File: src/rtl/calc_pkg.sv
// rtl/calc_pkg.sv - shared segment codes, mode constants and FSM states for result_display
package calc_pkg;

  localparam logic [7:0] SEG_0     = 8'hC0;
  localparam logic [7:0] SEG_1     = 8'hF9;
  localparam logic [7:0] SEG_2     = 8'hA4;
  localparam logic [7:0] SEG_3     = 8'hB0;
  localparam logic [7:0] SEG_4     = 8'h99;
  localparam logic [7:0] SEG_5     = 8'h92;
  localparam logic [7:0] SEG_6     = 8'h82;
  localparam logic [7:0] SEG_7     = 8'hF8;
  localparam logic [7:0] SEG_8     = 8'h80;
  localparam logic [7:0] SEG_9     = 8'h90;
  localparam logic [7:0] SEG_MINUS = 8'hBF;
  localparam logic [7:0] SEG_BLANK = 8'hFF;

  localparam logic MODE_SINGLE = 1'b0;
  localparam logic MODE_DIV    = 1'b1;

  typedef enum logic [1:0] {
    ST_IDLE   = 2'd0,
    ST_LOAD   = 2'd1,
    ST_SHIFT  = 2'd2,
    ST_COMMIT = 2'd3
  } state_t;

  // Magnitude of a 4-bit field; 4'h8 signed yields 8, which still fits.
  function automatic logic [3:0] nib_mag(input logic [3:0] v, input logic s);
    return (s && v[3]) ? (~v + 4'd1) : v;
  endfunction

endpackage

File: src/rtl/result_display_if.sv
// rtl/result_display_if.sv - capture request and display bus between ALU side and result_display
interface result_display_if;
  logic       start;
  logic       mode;
  logic       sign;
  logic [7:0] res;
  logic       busy;
  logic       done;
  logic [7:0] seg;
  logic [3:0] an;

  modport master (output start, mode, sign, res, input busy, done, seg, an);
  modport slave  (input start, mode, sign, res, output busy, done, seg, an);
endinterface

File: src/rtl/result_display_seg7_decode.sv
// rtl/result_display_seg7_decode.sv - BCD digit to active-low {dp,g,f,e,d,c,b,a}; >9 is blank
module seg7_decode
  import calc_pkg::*;
(
  input  logic [3:0] bcd,
  output logic [7:0] seg
);

  always_comb begin
    seg = SEG_BLANK;
    case (bcd)
      4'd0: seg = SEG_0;
      4'd1: seg = SEG_1;
      4'd2: seg = SEG_2;
      4'd3: seg = SEG_3;
      4'd4: seg = SEG_4;
      4'd5: seg = SEG_5;
      4'd6: seg = SEG_6;
      4'd7: seg = SEG_7;
      4'd8: seg = SEG_8;
      4'd9: seg = SEG_9;
      default: seg = SEG_BLANK;
    endcase
  end

endmodule

File: src/rtl/result_display.sv
// rtl/result_display.sv - ALU result capture, double-dabble to sign+BCD, 4-digit muxed 7-seg drive
// Optional: RESULT_DISPLAY_ZERO_BLANK_EN blanks leading zero hundreds/tens in single-value mode.
module result_display
  import calc_pkg::*;
#(
  parameter int SCAN_DIV = 50000
) (
  input  logic clk,
  input  logic rst,
  result_display_if.slave bus
);

  localparam int CW = (SCAN_DIV > 2) ? $clog2(SCAN_DIV) : 1;

  state_t      state;
  logic        mode_q;
  logic        sign_q;
  logic [7:0]  res_q;
  logic        neg;
  logic        r_neg;
  logic [7:0]  mag;
  logic [3:0]  r_mag;
  logic [11:0] bcd;
  logic [11:0] bcd_adj;
  logic [2:0]  shift_cnt;
  logic        done_r;
  logic [7:0]  disp [4];
  logic [CW-1:0] scan_cnt;
  logic [1:0]  idx;

  logic [3:0]  dec2_in;
  logic [3:0]  dec0_in;
  logic [7:0]  dec2_seg;
  logic [7:0]  dec1_seg;
  logic [7:0]  dec0_seg;
  logic        blank_h;
  logic        blank_t;
  logic [7:0]  d2_code;
  logic [7:0]  d1_code;
  logic [7:0]  d0_code;

  always_comb begin
    bcd_adj = bcd;
    for (int i = 0; i < 3; i++) begin
      if (bcd[4*i +: 4] >= 4'd5) bcd_adj[4*i +: 4] = bcd[4*i +: 4] + 4'd3;
    end
  end

  // In divide mode mag[3:0] carries the quotient magnitude.
  assign dec2_in = (mode_q == MODE_DIV) ? mag[3:0] : bcd[11:8];
  assign dec0_in = (mode_q == MODE_DIV) ? r_mag    : bcd[3:0];

  seg7_decode u_dec2 (.bcd(dec2_in),   .seg(dec2_seg));
  seg7_decode u_dec1 (.bcd(bcd[7:4]),  .seg(dec1_seg));
  seg7_decode u_dec0 (.bcd(dec0_in),   .seg(dec0_seg));

`ifdef RESULT_DISPLAY_ZERO_BLANK_EN
  assign blank_h = (bcd[11:8] == 4'd0);
  assign blank_t = blank_h && (bcd[7:4] == 4'd0);
`else
  assign blank_h = 1'b0;
  assign blank_t = 1'b0;
`endif

  always_comb begin
    if (mode_q == MODE_DIV) begin
      d2_code = dec2_seg;
      d1_code = r_neg ? SEG_MINUS : SEG_BLANK;
      d0_code = dec0_seg;
    end else begin
      d2_code = blank_h ? SEG_BLANK : dec2_seg;
      d1_code = blank_t ? SEG_BLANK : dec1_seg;
      d0_code = dec0_seg;
    end
  end

  always_ff @(posedge clk or negedge rst) begin
    if (!rst) begin
      state     <= ST_IDLE;
      done_r    <= 1'b0;
      mode_q    <= 1'b0;
      sign_q    <= 1'b0;
      res_q     <= 8'h00;
      neg       <= 1'b0;
      r_neg     <= 1'b0;
      mag       <= 8'h00;
      r_mag     <= 4'h0;
      bcd       <= 12'h000;
      shift_cnt <= 3'd0;
      for (int i = 0; i < 4; i++) disp[i] <= SEG_BLANK;
    end else begin
      done_r <= 1'b0;
      case (state)
        ST_IDLE: begin
          if (bus.start) begin
            res_q  <= bus.res;
            mode_q <= bus.mode;
            sign_q <= bus.sign;
            state  <= ST_LOAD;
          end
        end
        ST_LOAD: begin
          neg <= sign_q & res_q[7];
          if (mode_q == MODE_DIV) begin
            mag   <= {4'h0, nib_mag(res_q[7:4], sign_q)};
            r_neg <= sign_q & res_q[3];
            r_mag <= nib_mag(res_q[3:0], sign_q);
            state <= ST_COMMIT;
          end else begin
            mag       <= (sign_q && res_q[7]) ? (~res_q + 8'd1) : res_q;
            bcd       <= 12'h000;
            shift_cnt <= 3'd0;
            state     <= ST_SHIFT;
          end
        end
        ST_SHIFT: begin
          {bcd, mag} <= {bcd_adj, mag} << 1;
          shift_cnt  <= shift_cnt + 3'd1;
          if (shift_cnt == 3'd7) state <= ST_COMMIT;
        end
        ST_COMMIT: begin
          disp[3] <= neg ? SEG_MINUS : SEG_BLANK;
          disp[2] <= d2_code;
          disp[1] <= d1_code;
          disp[0] <= d0_code;
          done_r  <= 1'b1;
          state   <= ST_IDLE;
        end
        default: state <= ST_IDLE;
      endcase
    end
  end

  // Scan runs independently of the converter so the old digits stay lit.
  always_ff @(posedge clk or negedge rst) begin
    if (!rst) begin
      scan_cnt <= '0;
      idx      <= 2'd0;
    end else if (scan_cnt == CW'(SCAN_DIV - 1)) begin
      scan_cnt <= '0;
      idx      <= idx + 2'd1;
    end else begin
      scan_cnt <= scan_cnt + CW'(1);
    end
  end

  assign bus.busy = (state != ST_IDLE);
  assign bus.done = done_r;
  assign bus.seg  = disp[idx];
  assign bus.an   = ~(4'b0001 << idx);

endmodule

File: src/flat_wrapper.sv
// flat-port wrapper written by rule: the top's interface ports become plain ports
module result_display_flat import calc_pkg::*;
#(
  parameter int SCAN_DIV = 50000
)
  (clk, rst, bus_start, bus_mode, bus_sign, bus_res, bus_busy, bus_done, bus_seg, bus_an);
  result_display_if bus_i ();
  input  logic clk;
  input  logic rst;
  input wire logic [$bits(bus_i.start)-1:0] bus_start;
  input wire logic [$bits(bus_i.mode)-1:0] bus_mode;
  input wire logic [$bits(bus_i.sign)-1:0] bus_sign;
  input wire logic [$bits(bus_i.res)-1:0] bus_res;
  output wire logic [$bits(bus_i.busy)-1:0] bus_busy;
  output wire logic [$bits(bus_i.done)-1:0] bus_done;
  output wire logic [$bits(bus_i.seg)-1:0] bus_seg;
  output wire logic [$bits(bus_i.an)-1:0] bus_an;
  assign bus_i.start = bus_start;
  assign bus_i.mode = bus_mode;
  assign bus_i.sign = bus_sign;
  assign bus_i.res = bus_res;
  assign bus_busy = bus_i.busy;
  assign bus_done = bus_i.done;
  assign bus_seg = bus_i.seg;
  assign bus_an = bus_i.an;
  result_display #(.SCAN_DIV(SCAN_DIV)) u_core (.clk(clk), .rst(rst), .bus(bus_i));
endmodule
File: config.mk
export PLATFORM = sky130hd
export DESIGN_NAME = result_display_flat
export DESIGN_NICKNAME = d
export VERILOG_FILES = /design/src/rtl/calc_pkg.sv /design/src/rtl/result_display_if.sv /design/src/rtl/result_display_seg7_decode.sv /design/src/rtl/result_display.sv /design/src/flat_wrapper.sv
export SDC_FILE = /design/constraint.sdc
export NUM_CORES = 1
export LEC_CHECK = 0
export CORE_MARGIN = 2
export CORE_UTILIZATION = 49
export CTS_CLUSTER_SIZE = 30
export DETAILED_ROUTE_END_ITERATION = 8
export PLACE_DENSITY_LB_ADDON = 0.15
export SLEW_MARGIN = 20
export SYNTH_ARGS = -nofsm -noshare
export SYNTH_HDL_FRONTEND = slang
export SYNTH_HIERARCHICAL = 1
export SYNTH_SLANG_ARGS = --single-unit
File: constraint.sdc
create_clock -name clk -period 3.1 [get_ports clk]
set_clock_uncertainty 0.1 [all_clocks]
set_input_delay 0.62 -clock clk [delete_from_list [all_inputs] [get_ports clk]]
set_output_delay 0.62 -clock clk [all_outputs]
set_load 0.02 [all_outputs]
==> qor.log, run 1 <==
INFO  logic_synthesis postSynthNetCount=573
INFO  cts            h-tree-depth=3
INFO  global_route   largest_net_degree_at_the_start_of_global_routing=86
INFO  critical_path  crit-reg2reg-capture=u_core/disp[11]$_DFFE_PN1P_
INFO  global_route   first_global_vias=3,460
INFO  sta            report.final.hold_viol_count=0
INFO  critical_path  critical_path.endpoint=bus_an[2]
INFO  sta            maxSlewHeadroom=48.6%
INFO  cells_and_area layout.cells.most_common_list=dfrtp_1, nand2_1, nor2_1, o21ai_0, mux2_2
INFO  sta            worstMarginPinSlew=0.770ns
INFO  critical_path  critical_path_buf_inv_count=3
INFO  drt            postRouteAntennaNets=0
INFO  critical_path  cp_num_cells=4
INFO  sta            rsz0062_at_grt=false
INFO  cts            ctsHoldBuffers=0
INFO  cts            post_cts.repair.setup_buffers=0
INFO  cells_and_area final_core_utilization=56.8%
INFO  critical_path  end_kind=output pin
INFO  drt            drc=0
INFO  sta            achievable_clock_frequency=356MHz
INFO  cells_and_area antenna_cells=0
INFO  cts            cts_repair_resize_count=0
INFO  drt            drt_iter0_markers=159
INFO  cells_and_area fin_nets=594
INFO  cells_and_area final_std_cells_w_o_fill=684
INFO  floorplanning  floorplan.die.width=105microns
INFO  critical_path  r2r_start=u_core/mode_q$_DFFE_PN0P_
INFO  drt            via_count_normalized_by_instance_count=5.31
INFO  drt            drt_first_pass_iters=4
INFO  logic_synthesis synth.ff_latch_count=85
INFO  sta            setup_tns=0ns
INFO  floorplanning  rows=36
INFO  place          placed_area=0.00538sqmm
INFO  cts            clk_pin_slew=0.10ns
INFO  sta            maxSlewViolCount=0
INFO  hold_path      worstHoldPathType=input port to async pin
INFO  critical_path  timing.critical_path.arrival=2.09ns
INFO  cells_and_area most_frequent_standard_cell_in_the_layout_excluding_fill_and_tap_cells=dfrtp_1
INFO  logic_synthesis synth_seq_area_share=43.0%
INFO  global_route   antenna_found_initial=0
INFO  critical_path  worstPathCellList=clkinv_1 > ha_1 > inv_1 > clkdlybuf4s50_1
INFO  pwr            cellPowerDensity=892mW/mm^2
INFO  cts            worst_case_clock_buffer_depth=2
INFO  cells_and_area fillers=851
INFO  cts            worst_skew_pair.late_latency=0.36ns
INFO  job            cap_viol_max_count=0
INFO  outcome        run_status=finished clean
INFO  place          dpl.cell_count=668
INFO  critical_path  worst_path_largest_cell_delay=0.59ns
INFO  cts            clock_sinks=85
INFO  critical_path  worst_setup_path_start_kind=flip-flop
INFO  cts            cts_inserted_buffers=9
INFO  logic_synthesis number_of_distinct_library_cells_after_synthesis=47
INFO  critical_path  critPathTopFamily=buffers and inverters
INFO  drt            routed_wirelength=9720microns
INFO  critical_path  critPathRequiredTime=2.38ns
INFO  place          numPortBuffers=26
INFO  place          dp_hpwl=6980microns
INFO  cells_and_area layout-drive-gt1-share=16.9%
INFO  global_route   grt_first_pass_wirelength=16,600microns
INFO  logic_synthesis netlist_instances=525
INFO  floorplanning  fp.dieArea=0.0111sqmm
INFO  cells_and_area final_cell_area=0.00560sqmm
INFO  sta            setup_viol_count_final=0
INFO  drt            routed_wire_length_per_instance=14.2microns
INFO  sta            portion_of_the_clock_cycle_consumed_by_the_worst_path_in_the_final_layout=90.6%
INFO  critical_path  critPathKind=flip-flop to output pin
INFO  floorplanning  die_ht=105microns
INFO  critical_path  worst_setup_path_startpoint=u_core/idx[0]$_DFFE_PN0N_
INFO  logic_synthesis ys_dominant_reg_cell=dfrtp_1
INFO  logic_synthesis synth.cell_area=0.00502sqmm
INFO  pwr            vdd_ir_drop_max=470uV
INFO  logic_synthesis synth_enable_flop_cells=0
INFO  global_route   grt.overflow.total=0
INFO  critical_path  rr_worst_depth=7
INFO  critical_path  cpMaxStageDelayCell=clkdlybuf4s50_1
INFO  pwr            p_leak=0.00243uW
INFO  logic_synthesis ys_warn_count=6
INFO  cts            tritoncts_clock_tree=done
INFO  cells_and_area area_delta_synth_final=11.5%
INFO  floorplanning  floorplan.initialDensity=50.9%
INFO  cts            cts_root_buffer=clkbuf_8
INFO  critical_path  timing.reg2reg.setup_slack=0.55ns
INFO  logic_synthesis async_reset_ff_share=100%
INFO  drt            num_vias=3,630
INFO  critical_path  peak_fanout_along_the_critical_path=10
INFO  floorplanning  core=0.00986sqmm
INFO  sta            layout_min_cycle_time=2.81ns
INFO  global_route   grtUsageTotal=18.6%
INFO  place          gp_routability_congestion=0.786
INFO  logic_synthesis synthesis.area_per_instance=9.56squm
INFO  floorplanning  num_io_pins=27
[worst reg2reg max path, stage by stage, from the launching register on]
cell and delay (ns):
dfrtp_1 0.60, o21ai_0 0.65, inv_1 0.20, ha_1 0.22, or2_1 0.24, a21oi_2 0.15, a31oi_1 0.05, mux2_2 0.27
[worst min-delay path by stage]
stage	end	slack, ns
finish	u_core/mag[5]$_DFFE_PN0P_	0.17
global route	u_core/mag[5]$_DFFE_PN0P_	0.21
CTS	u_core/scan_cnt[9]$_DFF_PN0_	0.19
detailed placement	u_core/disp[6]$_DFFE_PN1P_	0.31
global placement	u_core/disp[6]$_DFFE_PN1P_	0.30
floorplan	u_core/bcd[0]$_DFFE_PN0P_	0.22
[per-layer routing]
metal	up-vias	part of all wire, %	global-route usage (%)
li1	1804	-	-
met1	1764	47	25.1
met2	51	49	30.6
met3	11	3.0	2.29
met4	0	1.4	6.86
met5	-	0	0
[Yosys cell counts (all sizes together) (13+ instances only)]
master | instances | area (sq um)
a21oi | 35 | 186
buf | 13 | 93.8
dfrtp | 60 | 1500
dfstp | 25 | 657
ha | 35 | 438
inv | 31 | 116
mux2 | 37 | 417
nand2 | 58 | 218
nand2b | 18 | 113
nor2 | 53 | 199
o21ai | 53 | 265
xnor2 | 13 | 114
[power by group]
group / leakage, uW / switching (uW) / internal, uW / total [uW]
Sequential: 0.00104 / 296 / 1560 / 1860
Clock: 0.000107 / 430 / 462 / 891
Combinational: 0.00128 / 1220 / 1020 / 2240
[logic make-up (layout without fill, tap and decap cells)]
group / Yosys count / in the layout / synth area share [%]
buffers and inverters: 55 / 81 / 5.01
multiplexers: 51 / 51 / 11.6
flip-flops: 85 / 85 / 43.0
other: 3 / 3 / 0.224
XOR/XNOR: 21 / 21 / 3.66
AO/OA/AOI/OAI: 105 / 105 / 11.5
adder cells (fa/ha/maj): 35 / 35 / 8.72
AND/OR/NAND/NOR: 170 / 170 / 16.3
[sequential cells by signal, summed over array words and instances (netlist names), 2 cells and up]
register          cells
u_core/bcd           12
u_core/disp          25
u_core/idx            2
u_core/mag            8
u_core/r_mag          4
u_core/res_q          8
u_core/scan_cnt      16
u_core/shift_cnt      3
u_core/state          2
[cell type report]
type                            instances  area (sq um)  share of cell area [%]
Clock buffer                           10           128                    2.28
Clock inverter                          6          93.8                    1.68
Inverter                               32           120                    2.14
Multi-Input combinational cell        385          2610                    46.6
Sequential cell                        85          2160                    38.5
Tap cell                              133           166                    2.97
Timing Repair Buffer                   33           323                    5.76
[metrics by stage]
step | total power (uW) | setup WS (ns) | hold WS [ns]
finish | 4990 | 0.291 | 0.168
global route | 5400 | 0.156 | 0.209
CTS | 5030 | 0.277 | 0.189
detailed placement | 4130 | 0.590 | 0.310
global placement | 4060 | 0.708 | 0.297
floorplan | 3510 | 0.792 | 0.224
No activity file was read; power rests on OpenSTA's default activity.
==> inputs of run 2 (changes only) <==
--- a/config.mk
+++ b/config.mk
@@ -9,6 +9,7 @@
 export CORE_UTILIZATION = 49
 export CTS_CLUSTER_SIZE = 30
 export DETAILED_ROUTE_END_ITERATION = 8
+export DONT_BUFFER_PORTS = 1
 export PLACE_DENSITY_LB_ADDON = 0.15
 export SLEW_MARGIN = 20
 export SYNTH_ARGS = -nofsm -noshare
==> run 2 against run 1 <==
  * Hold slack worse by 0.13 ns
  * First-iteration DRC count grew 40%
  * Core utilization down 2.5 points
  * Largest power group unchanged
  * Highest routed layer unchanged
==> qor.log, run 2 (synthesized netlist as in run 1, its figures left out) <==
INFO  outcome        run_status=finished clean
INFO  cts            worst_case_clock_buffer_depth=2 [unchanged]
INFO  global_route   largest_net_degree_at_the_start_of_global_routing=86 [unchanged]
INFO  critical_path  critPathKind=flip-flop to flip-flop
INFO  sta            worstMarginPinSlew=0.935ns [+0.164 ns]
INFO  cells_and_area fillers=887 [+4.2%]
INFO  floorplanning  rows=36 [unchanged]
INFO  sta            maxSlewViolCount=0 [unchanged]
INFO  global_route   grt.overflow.total=0 [unchanged]
INFO  critical_path  worst_path_largest_cell_delay=0.57ns [-0.02 ns]
INFO  drt            routed_wire_length_per_instance=14.7microns [+3.4%]
INFO  place          gp_routability_congestion=0.783 [-0.34%]
INFO  critical_path  worstPathCellList=o21ai_0 > inv_1 > ha_1 > or2_1 > a21oi_2 > a31oi_1 > mux2_2
INFO  cells_and_area largest_reg_flops=25 [unchanged]
INFO  cts            cts_repair_resize_count=0 [unchanged]
INFO  global_route   antenna_found_initial=0 [unchanged]
INFO  pwr            vdd_ir_drop_max=503uV [+6.8%]
INFO  cells_and_area layout.cells.most_common_list=dfrtp_1, nand2_1, nor2_1, o21ai_0, mux2_2
INFO  pwr            p_leak=0.00233uW [-4.2%]
INFO  critical_path  rr_worst_depth=7 [unchanged]
INFO  floorplanning  floorplan.initialDensity=50.9% [unchanged]
INFO  cts            worst_skew_pair.late_latency=0.36ns [about the same]
INFO  sta            achievable_clock_frequency=408MHz [+15%]
INFO  floorplanning  floorplan.die.width=105microns [unchanged]
INFO  hold_path      worstHoldPathType=input port to async pin
INFO  floorplanning  num_io_pins=27 [unchanged]
INFO  critical_path  critPathRequiredTime=3.29ns [+0.91 ns]
INFO  cells_and_area antenna_cells=0 [unchanged]
INFO  global_route   grt_first_pass_wirelength=16,900microns [+1.4%]
INFO  floorplanning  fp.dieArea=0.0111sqmm [unchanged]
INFO  global_route   first_global_vias=3,384 [-2.2%]
INFO  place          numPortBuffers=0 [-100%]
INFO  cells_and_area largest-register=u_core/disp
INFO  sta            maxSlewHeadroom=37.7% [-11 points]
INFO  cts            cts_root_buffer=clkbuf_8
INFO  sta            portion_of_the_clock_cycle_consumed_by_the_worst_path_in_the_final_layout=79.0% [-12 points]
INFO  sta            setup_viol_count_final=0 [unchanged]
INFO  critical_path  worst_setup_path_start_kind=flip-flop
INFO  cts            cts_inserted_buffers=9 [unchanged]
INFO  cells_and_area area_delta_synth_final=6.58%
INFO  cells_and_area fin_nets=566 [-4.7%]
INFO  sta            rsz0062_at_grt=false
INFO  cells_and_area most_frequent_standard_cell_in_the_layout_excluding_fill_and_tap_cells=dfrtp_1
INFO  critical_path  timing.critical_path.arrival=2.64ns [+0.55 ns]
INFO  floorplanning  die_ht=105microns [unchanged]
INFO  cts            tritoncts_clock_tree=done
INFO  place          dp_hpwl=6850microns [-1.9%]
INFO  drt            via_count_normalized_by_instance_count=5.25 [-1.1%]
INFO  drt            num_vias=3,442 [-5.2%]
INFO  cts            h-tree-depth=3 [unchanged]
INFO  critical_path  cpMaxStageDelayCell=dfrtp_1
INFO  sta            report.final.hold_viol_count=0 [unchanged]
INFO  cells_and_area layout-drive-gt1-share=17.2% [+0.33 points]
INFO  cells_and_area final_core_utilization=54.2% [-2.5 points]
INFO  pwr            cellPowerDensity=916mW/mm^2 [+2.7%]
INFO  drt            postRouteAntennaNets=0 [unchanged]
INFO  pwr            post_layout_total_power=4900uW [-1.9%]
INFO  cts            post_cts.repair.setup_buffers=0 [unchanged]
INFO  sta            setup_tns=0ns [unchanged]
INFO  drt            routed_wirelength=9640microns [-0.80%]
INFO  global_route   grtUsageTotal=19.2% [+0.62 points]
INFO  floorplanning  core=0.00986sqmm [unchanged]
INFO  cts            clk_pin_slew=0.08ns [-0.02 ns]
INFO  job            cap_viol_max_count=0 [unchanged]
INFO  cts            clock_sinks=85 [unchanged]
INFO  drt            drt_first_pass_iters=4 [unchanged]
INFO  critical_path  peak_fanout_along_the_critical_path=17 [+7]
INFO  critical_path  end_kind=flip-flop
INFO  cells_and_area largestRegisters=u_core/disp: 25 flops, u_core/scan_cnt: 16 flops, u_core/bcd: 12 flops
INFO  drt            drt_iter0_markers=222 [+40%]
INFO  drt            drc=0 [unchanged]
INFO  sta            layout_min_cycle_time=2.45ns [-0.359 ns]
## run 2: layout make-up
| cell class | count | area (sq um) | share of cell area, % |
|---|---|---|---|
| Multi-Input combinational cell | 385 | 2610 | 48.8 |
| Inverter | 32 | 120 | 2.24 |
| Timing Repair Buffer | 5 | 57.6 | 1.08 |
| Clock inverter | 7 | 114 | 2.13 |
| Clock buffer | 9 | 124 | 2.31 |
| Tap cell | 133 | 166 | 3.11 |
| Sequential cell | 85 | 2160 | 40.3 |
## run 2: path summary, 6_finish.rpt
check / slack (ns) / startpoint / endpoint
setup / recovery: 0.65 / u_core/mode_q$_DFFE_PN0P_ / u_core/disp[11]$_DFFE_PN1P_
hold / removal: 0.04 / rst / u_core/state[0]$_DFFE_PN0P_
setup reg to reg: 0.65 / u_core/mode_q$_DFFE_PN0P_ / u_core/disp[11]$_DFFE_PN1P_
hold reg to reg: 0.33 / u_core/neg$_DFFE_PN0N_ / u_core/disp[6]$_DFFE_PN1P_
max in group asynchronous: 2.47 / rst / u_core/disp[13]$_DFFE_PN1P_
min in group clk: 0.30 / bus_res[6] / u_core/res_q[6]$_DFFE_PN0P_
## run 2: metrics by stage
step	hold WS, ns	worst slack (ns)	instance area, sq um	std cells
2_1_floorplan	0.224	0.792	5020	525
3_3_place_gp	0.227	0.795	5090	639
3_5_place_dp	0.226	0.693	5090	639
4_1_cts	0.0595	0.648	5350	656
5_1_grt	0.0506	0.418	5350	656
6_report	0.0371	0.650	5350	656
## run 2: worst max-delay path, delay by kind of cell (launching register included)
kind | cells | cell delay, ns
adder cells (fa/ha/maj) | 1 | 0.23
multiplexers | 1 | 0.27
AO/OA/AOI/OAI | 3 | 0.77
flip-flops | 1 | 0.57
AND/OR/NAND/NOR | 1 | 0.23
buffers and inverters | 1 | 0.21
## run 2: where the power goes
| group | total [uW] | switching [uW] | internal (uW) |
|---|---|---|---|
| clock | 938 | 407 | 531 |
| sequential | 1850 | 292 | 1560 |
| combinational | 2110 | 1210 | 903 |
| total | 4900 | 1910 | 2990 |
## run 2: timing repair
action | 4_1_cts | 5_1_grt
hold buffers | 1 | 0
hold endpoints to repair | 85 | 0
endpoints found under the setup margin | 0 | 0
## run 2: routing by layer
layer / wire length, microns / track usage (%)
met3: 338 / 5.69
met2: 4500 / 30.1
met1: 4730 / 26.3
met5: 0 / 0
met4: 71 / 4.29
==> inputs of run 3 (changes only) <==
==> constraint.sdc (replaced) <==
create_clock -name clk -period 2.5 [get_ports clk]
set_clock_uncertainty 0.1 [all_clocks]
set_input_delay 0.5 -clock clk [delete_from_list [all_inputs] [get_ports clk]]
set_output_delay 0.5 -clock clk [all_outputs]
set_load 0.02 [all_outputs]
==> run 3 against run 2 <==
  * The flow now finishes with violations (hold timing)
  * Via count rose by 2.1%
  * Combinational power rose by 26%
  * Hold slack got worse by 0.31 ns
  * Sequential cell count did not move
  * Core utilization rose by 0.10 points
  * Final area rose by 0.19%
  * Register-to-register slack got worse by 0.30 ns
  * Critical endpoint is now bus_seg[2]
  * Highest routed layer unchanged
==> qor.log, run 3 (synthesized netlist as in run 1, its figures left out) <==
INFO  sta            achievable_clock_frequency=433MHz
INFO  drt            routed.top_layer=met4
INFO  drt            met1Wirelength=4540microns [-3.9%]
INFO  critical_path  end_kind=output pin
INFO  cts            cts_root_buffer=clkbuf_8
INFO  cts            worst_case_clock_buffer_depth=2 [unchanged]
INFO  floorplanning  floorplan.initialDensity=50.9% [unchanged]
INFO  drt            drt_first_pass_iters=4 [unchanged]
INFO  hold_path      worstHoldPathType=input port to async pin
INFO  floorplanning  rows=36 [unchanged]
INFO  pwr            cellPowerDensity=1120mW/mm^2 [+22%]
INFO  outcome        run_status=finished with violations
INFO  cts            h-tree-depth=3 [unchanged]
INFO  cts            worst_skew_pair.late_latency=0.36ns [about the same]
INFO  floorplanning  fp.dieArea=0.0111sqmm [unchanged]
INFO  cells_and_area layout.cells.most_common_list=dfrtp_1, nand2_1, nor2_1, o21ai_0, mux2_2
INFO  cells_and_area largest-register=u_core/disp
INFO  cts            cts_inserted_buffers=9 [unchanged]
INFO  drt            postRouteAntennaNets=0 [unchanged]
INFO  place          worst_setup_slack_before_clock_tree_synthesis=0.398ns [-0.295 ns]
INFO  sta            layout_min_cycle_time=2.31ns
INFO  critical_path  cpMaxStageDelayCell=a21oi_1
INFO  critical_path  worst_setup_path_start_kind=flip-flop
INFO  floorplanning  die_ht=105microns [unchanged]
INFO  cells_and_area largestRegisters=u_core/disp: 25 flops, u_core/scan_cnt: 16 flops, u_core/bcd: 12 flops
INFO  cts            post_cts.repair.setup_buffers=0 [unchanged]
INFO  global_route   grtUsageTotal=18.9% [-0.24 points]
INFO  sta            maxSlewViolCount=0 [unchanged]
INFO  sta            portion_of_the_clock_cycle_consumed_by_the_worst_path_in_the_final_layout=92.5%
INFO  drt            num_vias=3,516 [+2.1%]
INFO  critical_path  critPathKind=flip-flop to output pin
INFO  sta            worst_hold_slack=-0.276ns [-0.313 ns]
INFO  cts            clk_pin_slew=0.08ns [about the same]
INFO  global_route   largest_net_degree_at_the_start_of_global_routing=86 [unchanged]
INFO  pwr            post_layout_total_power=5980uW [+22%]
INFO  global_route   first_global_vias=3,503 [+3.5%]
INFO  cells_and_area largest_reg_flops=25 [unchanged]
INFO  critical_path  worst_path_largest_cell_delay=0.40ns [-0.17 ns]
INFO  outcome        violations_in_the_final_reports=hold timing
INFO  cells_and_area most_frequent_standard_cell_in_the_layout_excluding_fill_and_tap_cells=dfrtp_1
INFO  critical_path  critPathRequiredTime=1.90ns [-1.39 ns]
INFO  drt            wl_met3=318microns [-5.9%]
INFO  global_route   antenna_found_initial=0 [unchanged]
INFO  pwr            vdd_ir_drop_max=596uV [+19%]
INFO  place          dpl.cell_count=648 [+1.4%]
INFO  floorplanning  core=0.00986sqmm [unchanged]
INFO  cells_and_area final_std_cells_w_o_fill=664 [+1.2%]
INFO  floorplanning  floorplan.die.width=105microns [unchanged]
INFO  sta            report.final.hold_viol_count=85 [+85]
INFO  drt            drc=0 [unchanged]
INFO  place          dp_hpwl=6780microns [-1.0%]
INFO  pwr            p_leak=0.00235uW [+0.94%]
INFO  sta            rsz0062_at_grt=false
INFO  floorplanning  num_io_pins=27 [unchanged]
INFO  cts            tritoncts_clock_tree=done
INFO  cts            clock_sinks=85 [unchanged]
INFO  cells_and_area antenna_cells=0 [unchanged]
INFO  drt            routed_wl_met2=4500microns [about the same]
INFO  drt            routed_wirelength=9510microns [-1.3%]
INFO  job            cap_viol_max_count=0 [unchanged]
INFO  critical_path  worstPathCellList=buf_4 > inv_1 > nand2_1 > nor2_1 > a21oi_1
INFO  critical_path  timing.critical_path.arrival=1.71ns [-0.93 ns]
INFO  drt            drt_iter0_markers=141 [-36%]
INFO  cells_and_area area_delta_synth_final=6.78%
INFO  drt            routed_wire_length_per_instance=14.3microns [-2.5%]
INFO  sta            setup_tns=0ns [unchanged]
INFO  critical_path  timing.reg2reg.setup_slack=0.35ns [-0.30 ns]
INFO  sta            setup_viol_count_final=0 [unchanged]
INFO  critical_path  peak_fanout_along_the_critical_path=11 [-6]
INFO  cts            cts_repair_resize_count=0 [unchanged]
INFO  cells_and_area layout-drive-gt1-share=17.9% [+0.68 points]
INFO  sta            fin_ws=0.189ns [-0.461 ns]
INFO  place          gp_routability_congestion=0.798 [+2.0%]
INFO  global_route   grt_first_pass_wirelength=16,800microns [-0.12%]
INFO  place          numPortBuffers=0 [unchanged]
INFO  cells_and_area fin_nets=574 [+1.4%]
INFO  global_route   grt.overflow.total=0 [unchanged]
INFO  drt            via_count_normalized_by_instance_count=5.30 [+0.92%]
==> run 3: cell count changes in the layout (fill, tap and decap cells not counted), sizes merged <==
| cell | change |
|---|---|
| clkbuf | +3 |
| clkinvlp | -2 |
| buf | +8 |
| bufinv | -1 |
==> run 3: through the flow <==
step | area, sq um | util (%)
after floorplan | 5020 | -
after global placement | 5150 | 52.2
after detailed placement | 5150 | 52.2
after CTS | 5360 | 54.4
after global routing | 5360 | 54.4
final | 5360 | 54.4
==> run 3: final cells by class <==
type	instances	area (sq um)
clock inverter	4	72.6
tap	133	166
timing repair buffer	13	97.6
clock buffer	12	135
inverter	32	120
sequential	85	2160
multi-input combinational	385	2610
fill	923	4500
==> run 3: path summary, 6_finish.rpt <==
path                                                    end                      start  depth (start not counted)
worst max-delay path                             bus_seg[2]  u_core/idx[1]$_DFFE_PN0N_                          5
worst min-delay path            u_core/state[1]$_DFFE_PN0P_                        rst                          0
worst max register to register  u_core/disp[25]$_DFFE_PN1P_  u_core/mode_q$_DFFE_PN0P_                          6
worst min register to register   u_core/disp[6]$_DFFE_PN1P_     u_core/neg$_DFFE_PN0N_                          1
max in group asynchronous       u_core/disp[26]$_DFFE_PN1P_                        rst                          0
min in group clk                u_core/res_q[2]$_DFFE_PN0P_                 bus_res[2]                          1
==> run 3: power by group <==
part / switching [uW] / internal, uW
clock: 484 / 563
combinational: 1470 / 1180
sequential: 350 / 1940
==> run 3: per-layer routing <==
layer  vias to the layer above  track usage [%]
met4                         0             6.38
met2                        44             30.7
met5                         -                0
met3                        10             4.51
li1                       1764                -
met1                      1698             24.9
==> run 3: worst max-delay path, delay by kind of cell (launching register included) <==
kind,cells,cell delay (ns)
AOI/OAI and AO/OA,1,0.40
buffers and inverters,2,0.32
DFF,1,0.33
and+or+nand+nor,2,0.31
